$ cat config.mk
export PLATFORM = sky130hd
export DESIGN_NAME = uart_reg
export DESIGN_NICKNAME = d
export VERILOG_FILES = /design/src/rtl/uart_pkg.sv /design/src/rtl/uart_rx.sv /design/src/rtl/uart_reg.sv
export SDC_FILE = /design/constraint.sdc
export NUM_CORES = 1
export LEC_CHECK = 0
export CORE_ASPECT_RATIO = 0.75
export CORE_MARGIN = 1
export CORE_UTILIZATION = 50
export DETAILED_ROUTE_END_ITERATION = 10
export HOLD_SLACK_MARGIN = 0.03
export PLACE_DENSITY = 0.66
export SLEW_MARGIN = 20
export SYNTH_ARGS = -nofsm -noshare
export SYNTH_HDL_FRONTEND = slang
export SYNTH_SLANG_ARGS = --single-unit
$ cat constraint.sdc
create_clock -name clk_i -period 3.8 [get_ports clk_i]
set_input_delay 0.95 -clock clk_i [delete_from_list [all_inputs] [get_ports clk_i]]
set_output_delay 0.95 -clock clk_i [all_outputs]
set_load 0.02 [all_outputs]
$ cat src/rtl/uart_pkg.sv
// Shared types and constants for the UART loopback register block.
package uart_pkg;

  localparam int unsigned DATA_BITS = 8;
  localparam int unsigned STOP_BITS = 1;

  typedef enum logic [2:0] {
    RX_IDLE,
    RX_START,
    RX_DATA,
    RX_STOP,
    RX_WAIT_IDLE
  } rx_state_e;

  typedef enum logic [1:0] {
    TX_IDLE,
    TX_START,
    TX_DATA,
    TX_STOP
  } tx_state_e;

  // Bit period in clocks; integer division, the residual baud error is tolerated.
  function automatic int unsigned clks_per_bit(input int unsigned clk_freq,
                                               input int unsigned baud);
    return clk_freq / baud;
  endfunction

endpackage

$ cat src/rtl/uart_rx.sv
// 8N1 receiver: two-flop input synchronizer plus centre-sampling RX FSM.
// Emits the received byte with a one-cycle valid pulse for good frames only.
module uart_rx
  import uart_pkg::*;
#(
  parameter int unsigned CLKS_PER_BIT = 1041
) (
  input  logic       clk_i,
  input  logic       rst_i,
  input  logic       rx_i,
  output logic [7:0] data_o,
  output logic       valid_o
);

  localparam int unsigned CNT_W = $clog2(CLKS_PER_BIT);
  localparam int unsigned IDX_W = $clog2(DATA_BITS);
  localparam int unsigned HALF  = CLKS_PER_BIT / 2;

  logic [1:0]           sync_q, sync_d;
  logic                 rx_s;
  rx_state_e            state_q, state_d;
  logic [CNT_W-1:0]     cnt_q, cnt_d;
  logic [IDX_W-1:0]     idx_q, idx_d;
  logic [DATA_BITS-1:0] shift_q, shift_d;
  logic                 valid_q, valid_d;

  assign rx_s    = sync_q[1];
  assign data_o  = shift_q;
  assign valid_o = valid_q;

  always_comb begin
    sync_d  = {sync_q[0], rx_i};
    state_d = state_q;
    cnt_d   = cnt_q;
    idx_d   = idx_q;
    shift_d = shift_q;
    valid_d = 1'b0;

    case (state_q)
      RX_IDLE: begin
        if (!rx_s) begin
          state_d = RX_START;
          cnt_d   = '0;
        end
      end

      // Half a bit in: a high line here means the falling edge was a glitch.
      RX_START: begin
        if (cnt_q == CNT_W'(HALF - 1)) begin
          cnt_d   = '0;
          idx_d   = '0;
          state_d = rx_s ? RX_IDLE : RX_DATA;
        end else begin
          cnt_d = cnt_q + CNT_W'(1);
        end
      end

      RX_DATA: begin
        if (cnt_q == CNT_W'(CLKS_PER_BIT - 1)) begin
          cnt_d   = '0;
          shift_d = {rx_s, shift_q[DATA_BITS-1:1]};
          idx_d   = idx_q + IDX_W'(1);
          if (idx_q == IDX_W'(DATA_BITS - 1)) begin
            state_d = RX_STOP;
          end
        end else begin
          cnt_d = cnt_q + CNT_W'(1);
        end
      end

      RX_STOP: begin
        if (cnt_q == CNT_W'(CLKS_PER_BIT - 1)) begin
          cnt_d = '0;
          if (rx_s) begin
            valid_d = 1'b1;
            state_d = RX_IDLE;
          end else begin
            state_d = RX_WAIT_IDLE;
          end
        end else begin
          cnt_d = cnt_q + CNT_W'(1);
        end
      end

      // Framing error: ignore the line until it returns to idle.
      RX_WAIT_IDLE: begin
        if (rx_s) begin
          state_d = RX_IDLE;
        end
      end

      default: state_d = RX_IDLE;
    endcase
  end

  always_ff @(posedge clk_i) begin
    if (rst_i) begin
      sync_q  <= 2'b11;
      state_q <= RX_IDLE;
      cnt_q   <= '0;
      idx_q   <= '0;
      shift_q <= '0;
      valid_q <= 1'b0;
    end else begin
      sync_q  <= sync_d;
      state_q <= state_d;
      cnt_q   <= cnt_d;
      idx_q   <= idx_d;
      shift_q <= shift_d;
      valid_q <= valid_d;
    end
  end

endmodule

$ cat src/rtl/uart_reg.sv
// UART loopback register: latches each good received byte into a single-entry
// register and retransmits it as an 8N1 frame on uart_tx_o.
module uart_reg
  import uart_pkg::*;
#(
  parameter int unsigned CLK_FREQ = 10_000_000,
  parameter int unsigned BAUD     = 9600
) (
  input  logic clk_i,
  input  logic rst_i,
  input  logic uart_rx_i,
  output logic uart_tx_o
);

  localparam int unsigned CLKS_PER_BIT = clks_per_bit(CLK_FREQ, BAUD);
  localparam int unsigned STOP_CLKS    = CLKS_PER_BIT * STOP_BITS;
  localparam int unsigned CNT_W        = $clog2(STOP_CLKS);
  localparam int unsigned IDX_W        = $clog2(DATA_BITS);

  logic [7:0]       rx_data;
  logic             rx_valid;

  tx_state_e        tx_state_q, tx_state_d;
  logic [CNT_W-1:0] tx_cnt_q, tx_cnt_d;
  logic [IDX_W-1:0] bit_idx_q, bit_idx_d;
  logic [7:0]       tx_shift_q, tx_shift_d;
  logic             tx_q, tx_d;
  logic [7:0]       data_q, data_d;
  logic             pending_q, pending_d;
  logic             tx_load;

  uart_rx #(
    .CLKS_PER_BIT (CLKS_PER_BIT)
  ) u_rx (
    .clk_i   (clk_i),
    .rst_i   (rst_i),
    .rx_i    (uart_rx_i),
    .data_o  (rx_data),
    .valid_o (rx_valid)
  );

  assign uart_tx_o = tx_q;

  always_comb begin
    tx_state_d = tx_state_q;
    tx_cnt_d   = tx_cnt_q;
    bit_idx_d  = bit_idx_q;
    tx_shift_d = tx_shift_q;
    tx_d       = tx_q;
    tx_load    = 1'b0;

    case (tx_state_q)
      TX_IDLE: begin
        if (pending_q) begin
          tx_load    = 1'b1;
          tx_shift_d = data_q;
          tx_d       = 1'b0;
          tx_cnt_d   = '0;
          tx_state_d = TX_START;
        end
      end

      TX_START: begin
        if (tx_cnt_q == CNT_W'(CLKS_PER_BIT - 1)) begin
          tx_cnt_d   = '0;
          bit_idx_d  = '0;
          tx_d       = tx_shift_q[0];
          tx_state_d = TX_DATA;
        end else begin
          tx_cnt_d = tx_cnt_q + CNT_W'(1);
        end
      end

      TX_DATA: begin
        if (tx_cnt_q == CNT_W'(CLKS_PER_BIT - 1)) begin
          tx_cnt_d = '0;
          if (bit_idx_q == IDX_W'(DATA_BITS - 1)) begin
            tx_d       = 1'b1;
            tx_state_d = TX_STOP;
          end else begin
            tx_shift_d = {1'b0, tx_shift_q[7:1]};
            tx_d       = tx_shift_q[1];
            bit_idx_d  = bit_idx_q + IDX_W'(1);
          end
        end else begin
          tx_cnt_d = tx_cnt_q + CNT_W'(1);
        end
      end

      TX_STOP: begin
        if (tx_cnt_q == CNT_W'(STOP_CLKS - 1)) begin
          tx_cnt_d   = '0;
          tx_state_d = TX_IDLE;
        end else begin
          tx_cnt_d = tx_cnt_q + CNT_W'(1);
        end
      end

      default: begin
        tx_d       = 1'b1;
        tx_state_d = TX_IDLE;
      end
    endcase
  end

  // Single-entry holding register: latest byte wins, a store beats a same-cycle load.
  always_comb begin
    data_d    = data_q;
    pending_d = pending_q;
    if (tx_load) begin
      pending_d = 1'b0;
    end
    if (rx_valid) begin
      data_d    = rx_data;
      pending_d = 1'b1;
    end
  end

  always_ff @(posedge clk_i) begin
    if (rst_i) begin
      tx_state_q <= TX_IDLE;
      tx_cnt_q   <= '0;
      bit_idx_q  <= '0;
      tx_shift_q <= '0;
      tx_q       <= 1'b1;
      data_q     <= '0;
      pending_q  <= 1'b0;
    end else begin
      tx_state_q <= tx_state_d;
      tx_cnt_q   <= tx_cnt_d;
      bit_idx_q  <= bit_idx_d;
      tx_shift_q <= tx_shift_d;
      tx_q       <= tx_d;
      data_q     <= data_d;
      pending_q  <= pending_d;
    end
  end

endmodule

# Yosys cells after proc, flatten, opt, wreduce, memory -nomap -nowiden
# Cells that the tools add are included.
classes:
  bitwise: 2
  n_reduce_logical: 19
  muxes: 43
  add_sub_neg: 4
  eq_ne: 24
ops:
  columns: ["op", "count"]
  rows:
  - ["$mux 11", 5]
  - ["$mux 3", 12]
  - ["$pmux 11 s3", 1]
  - ["$mux 8", 3]
  - ["$add 11x1->11 const B", 2]
  - ["$eq 11x11->1 const B", 2]
  - ["$pmux 11 s2", 1]
  - ["$pmux 8 s2", 1]
  - ["$pmux 3 s5", 1]
  - ["$ne 2x2->1 const B", 7]
  - ["$mux 2", 6]
  - ["$pmux 3 s2", 2]
  - ["$reduce_and 4->1", 3]
  - ["$eq 11x10->1 const B", 1]
  - ["$ne 2x1->1 const B", 5]
  - ["$eq 3x3->1 const B", 3]
  - ["$mux 1", 9]
  - ["$pmux 2 s4", 1]
  - ["$reduce_bool 2->1", 4]
  - ["$add 3x1->3 const B", 2]
  - ["$eq 3x2->1 const B", 2]
  - ["$reduce_and 6->1", 1]
  - ["$reduce_bool 3->1", 2]
  - ["$reduce_or 3->1", 2]
  - ["11 further kinds", 14]
totals:
  reg_bits: 62
  wordCells: 105

# Depth between registers and ports, before layout
logic_depth:
  depth_word: 4
  ltp_mapped: 9
  mapped_depth_nobuf: 7

# Hierarchy
# Synthesis repeated with hierarchy kept, for this count alone.
hier_totals:
  hier_cells: 335
  hier_area_um2: 3037.9
modules_own_cells:
  columns: ["module", "cells_per_inst", "area_per_inst_um2", "seq_area_each_um2", "instances"]
  rows:
  - ["uart_reg", 186, 1692.9, 680.7, 1]
  - ["uart_rx", 149, 1345.0, 560.5, 1]

# Worst setup path after synthesis
# Ideal clock, no wire load.
synth_path:
  kind: "register to register"
  startpoint: "reg bit_idx_q[0]"
  endpoint: "reg tx_shift_q[4]"
  stages_incl_launch_ff: 9
  t_arrival_ns: 1.698
  setup_time_ns: 0.086
  setup_slack_ns: 2.016
  synth_period_minus_slack_ns: 1.784
  required_time_ns: 3.714
  path_cell_list: "dfxtp_1 -> ha_1 -> ha_1 -> nor2b_1 -> nand4_1 -> a21oi_2 -> buf_4 -> nor2_1 -> a211oi_1"
synth_between:
  elab_chain_cells: 3
synth_lines:
  columns: ["item", "line", "text"]
  rows:
  - ["from (decl)", "uart_reg.sv:25", "logic [IDX_W-1:0] bit_idx_q, bit_idx_d;"]
  - ["from (signal assigned)", "uart_reg.sv:131", "bit_idx_q <= bit_idx_d;"]
  - ["$eq 3x3->1", "uart_reg.sv:77", "if (bit_idx_q == IDX_W'(DATA_BITS - 1)) begin"]
  - ["$ne 2x2->1 (no line)", null, null]
  - ["$reduce_and 4->1 (no line)", null, null]
  - ["to (signal assigned)", "uart_reg.sv:132", "tx_shift_q <= tx_shift_d;"]
  - ["to (decl)", "uart_reg.sv:26", "logic [7:0] tx_shift_q, tx_shift_d;"]
# Every way passes these cells.
# A chain may end at the register's enable or synchronous reset.

# Worst setup path in the final report
layout_path:
  startpoint: "reg tx_state_q[0]"
  endpoint: "reg tx_shift_q[7]"
layout_between:
  elab_chain_cells: 3
  elab_cells_between_ends: 8
layout_lines:
  columns: ["item", "line", "text"]
  rows:
  - ["from (decl)", "uart_reg.sv:23", "tx_state_e tx_state_q, tx_state_d;"]
  - ["from (signal assigned)", "uart_reg.sv:129", "tx_state_q <= tx_state_d;"]
  - ["$eq 2x2->1 or $logic_not 2->1 (tied branches)", "uart_reg.sv:52", "case (tx_state_q)"]
  - ["$ne 2x2->1 (no line) or $reduce_bool 2->1 (tied branches)", null, null]
  - ["$reduce_and 4->1 (no line)", null, null]
# Parallel ways exist; a longest one is shown, timed or not.

==> flow_summary_export.csv <==
group,metric,value,unit
run_status,run_status,"finished clean",
power,peakVddDrop,0.2520,mV
floorplan,coreArea,5916,um^2
timing,setup_violations,0,
cts,numCtsBuffers,9,
critical_path,critPathLaunch,"tx_state_q[0]$_SDFFE_PP0P_",
job,maxCapViolCount,0,
cts,cts_tree,"done",
routing,via_per_inst,5.713,
critical_path,timing_worst_setup_path_type,"flip-flop to flip-flop",
power,p_sw,0.4875,mW
global_routing,antenna_found_initial,0,
routing,vias,2428,
timing,worstMarginPinSlew,702.1,ps
critical_path,cp.required,4000,ps
cts,clk_latency,340,ps
critical_path,r2r_cells,7,
cts,cts_resized,0,
cts,ctsHoldBuffers,0,
timing,finalCritPeriodShare,0.6620,
critical_path,cp_max_fo,17,
floorplan,io_pins,4,
synth,ys_warn_count,0,
timing,hold_viol_final,0,
timing,fin_ws,1284,ps
synth,synth_edf_count,0,
placed_design,placed_area,3148,um^2
power,p_leak,1.143,nW
power,pwr-share-comb,0.195,
synth,syn_area,3107,um^2
power,netSwitchingFraction,0.3092,
routing,postRouteAntennaNets,0,
placed_design,place_ws,1310,ps
timing,slew_headroom,0.5320,
timing,grt_setup_unrepaired,"false",
layout,syn_to_final_growth,7.330,%
critical_path,cp.arrival,2720,ps
global_routing,grt_max_degree,35,
timing,fin_skew,6.666,ps
synth,synth_flop_cell,"dfxtp_1",
global_routing,grt_pass1_vias,2133,
timing,fin_hold_ws,412.4,ps
routing,first_pass_iters,4,
cts,cts_root_buf,"clkbuf_8",
placed_design,numPortBuffers,3,
synth,yosysTopAreaCell,"dfxtp_1",
synth,synthTopCellsByArea,"dfxtp_1, mux2i_1, nor2_1",
critical_path,ff2ff_setup_slack,1280,ps
cts,cts_setup_buffers,0,
routing,post_drt_wl_per_cell,13.78,um
global_routing,overflow,0,
routing,wl,5858,um
cts,clkTransAtPathRegs,70,ps
timing,fmax,397.5,MHz
synth,seq_area_frac_synth,0.3995,
routing,drc,0,
synth,ys_types,62,
placed_design,hpwl,4098,um
critical_path,start_kind,"flip-flop",
routing,drt_iter0_markers,167,
power,p_clk_frac,0.336,
layout,design_area,3334,um^2
cts,cts_max_level,3,
layout,drive_gt1_frac,0.09798,
synth,netlist_instances,346,
critical_path,endpoint_kind,"flip-flop",
layout,finalNetCount,357,
power,power.density,472.9,nW/um^2
synth,avgSynthCellArea,8.979,um^2
layout,diodes,0,
cts,cts.sinks,62,
synth,synth-seq-cells,62,
synth,synthArstFlopShare,0,
timing,tns,0,ps
synth,netlist.area_leader.share,0.3995,
critical_path,r2r_start,"tx_state_q[0]$_SDFFE_PP0P_",
layout,fin_util,0.5637,
floorplan,start_util,0.5252,
timing,slew_violations,0,
synth,synth.most_common_cell,"dfxtp_1",
floorplan,fp.dieH,70.27,um
floorplan,rows,24,
power,seqPwrFrac,0.469,
synth,synth.net_count,361,
hold_path,hp-class,"flip-flop to flip-flop",
cts,cts_buffer_depth,2,
floorplan,die_w,93.02,um
critical_path,r2r_end,"tx_shift_q[7]$_SDFFE_PP0P_",
floorplan,die-area,6536,um^2
global_routing,grt_pass1_wl,9922,um
power,p_int,1.089,mW
synth,ys_top_cells_by_count,"dfxtp_1, nor2_1, mux2i_1",
timing,layout_min_cycle_time,2516,ps
global_routing,track_usage,0.1968,
placed_design,gp_congestion,0.7610,
critical_path,crit_path_end,"tx_shift_q[7]$_SDFFE_PP0P_",
-- final cells by class --
| class | instances | area, um^2 |
|---|---|---|
| fill | 530 | 2581 |
| clock inverter | 4 | 31.28 |
| inverter | 14 | 52.55 |
| sequential | 62 | 1241 |
| timing repair buffer | 4 | 32.53 |
| clock buffer | 12 | 155.1 |
| tap | 78 | 97.59 |
| multi-input combinational | 251 | 1724 |
-- state kept, by name, indices dropped and copies added, names as in the netlist --
name          count
bit_idx_q         3
data_q            8
pending_q         1
tx_cnt_q         11
tx_shift_q        8
tx_state_q        2
u_rx.cnt_q       11
u_rx.data_o       8
u_rx.idx_q        3
u_rx.state_q      3
u_rx.sync_q       2
u_rx.valid_o      1
uart_tx_o         1
-- kinds of logic (layout without fill, tap and decap cells) --
logic type / Yosys count / in the layout / share of synthesized area
XOR/XNOR: 2 / 2 / 0.005639
buffers and inverters: 33 / 34 / 0.04551
AO/OA/AOI/OAI: 74 / 74 / 0.1772
AND/OR/NAND/NOR: 134 / 134 / 0.2304
adder cells (fa/ha/maj): 12 / 12 / 0.04833
multiplexers: 29 / 29 / 0.09344
flip-flops: 62 / 62 / 0.3995
-- placed cells by master, fill, tap and decap left out, types with 3 or more instances in the layout --
| cell | instances |
|---|---|
| a211oi_1 | 9 |
| a21oi_1 | 17 |
| a22oi_1 | 5 |
| a311oi_1 | 6 |
| and3_1 | 6 |
| clkbuf_8 | 11 |
| clkinvlp_4 | 3 |
| dfxtp_1 | 62 |
| ha_1 | 12 |
| inv_1 | 14 |
| mux2i_1 | 29 |
| nand2_1 | 20 |
| nand3_1 | 10 |
| nand4_1 | 9 |
| nor2_1 | 47 |
| nor2b_1 | 6 |
| nor3_1 | 11 |
| nor4_1 | 3 |
| o21ai_0 | 9 |
-- power groups by stage --
stage / clock [mW] / sequential [mW] / combinational [mW]
after global routing: 0.580 / 0.746 / 0.350
after detailed placement: 0 / 0.755 / 0.306
after floorplan: 0 / 0.747 / 0.257
after global placement: 0 / 0.752 / 0.303
after CTS: 0.555 / 0.739 / 0.308
final: 0.530 / 0.740 / 0.307
-- how the worst min path moves through the flow --
| stage | from | to | slack, ps | depth (start not counted) |
|---|---|---|---|---|
| floorplan | u_rx.sync_q[0]$_SDFF_PP1_ | u_rx.sync_q[1]$_SDFF_PP1_ | 390 | 1 |
| global placement | u_rx.sync_q[0]$_SDFF_PP1_ | u_rx.sync_q[1]$_SDFF_PP1_ | 400 | 1 |
| detailed placement | u_rx.sync_q[0]$_SDFF_PP1_ | u_rx.sync_q[1]$_SDFF_PP1_ | 400 | 1 |
| CTS | u_rx.sync_q[0]$_SDFF_PP1_ | u_rx.sync_q[1]$_SDFF_PP1_ | 410 | 1 |
| global route | u_rx.sync_q[0]$_SDFF_PP1_ | u_rx.sync_q[1]$_SDFF_PP1_ | 430 | 1 |
| finish | u_rx.sync_q[0]$_SDFF_PP1_ | u_rx.sync_q[1]$_SDFF_PP1_ | 410 | 1 |
-- routing by layer --
| metal | track usage | vias up | wire length (um) |
|---|---|---|---|
| li1 | - | 1253 | - |
| met5 | 0 | - | 0 |
| met4 | 0.07179 | 0 | 73 |
| met3 | 0.07190 | 6 | 249 |
| met2 | 0.2712 | 37 | 2435 |
| met1 | 0.2781 | 1132 | 3099 |
-- per-stage QoR --
step	instances	power (mW)
after detailed placement	409	1.061
after global placement	409	1.056
final	425	1.577
after floorplan	346	1.004
after global routing	425	1.676
after CTS	425	1.603
-- worst max-delay path: stages, from the launching register on --
cell,delay (ps)
dfxtp_1,330
inv_1,90
ha_1,610
nor2b_1,320
nand4_1,180
a21oi_2,540
mux2i_1,250
nor2_1,50
Note: power is estimated with default switching activity, not from simulation.
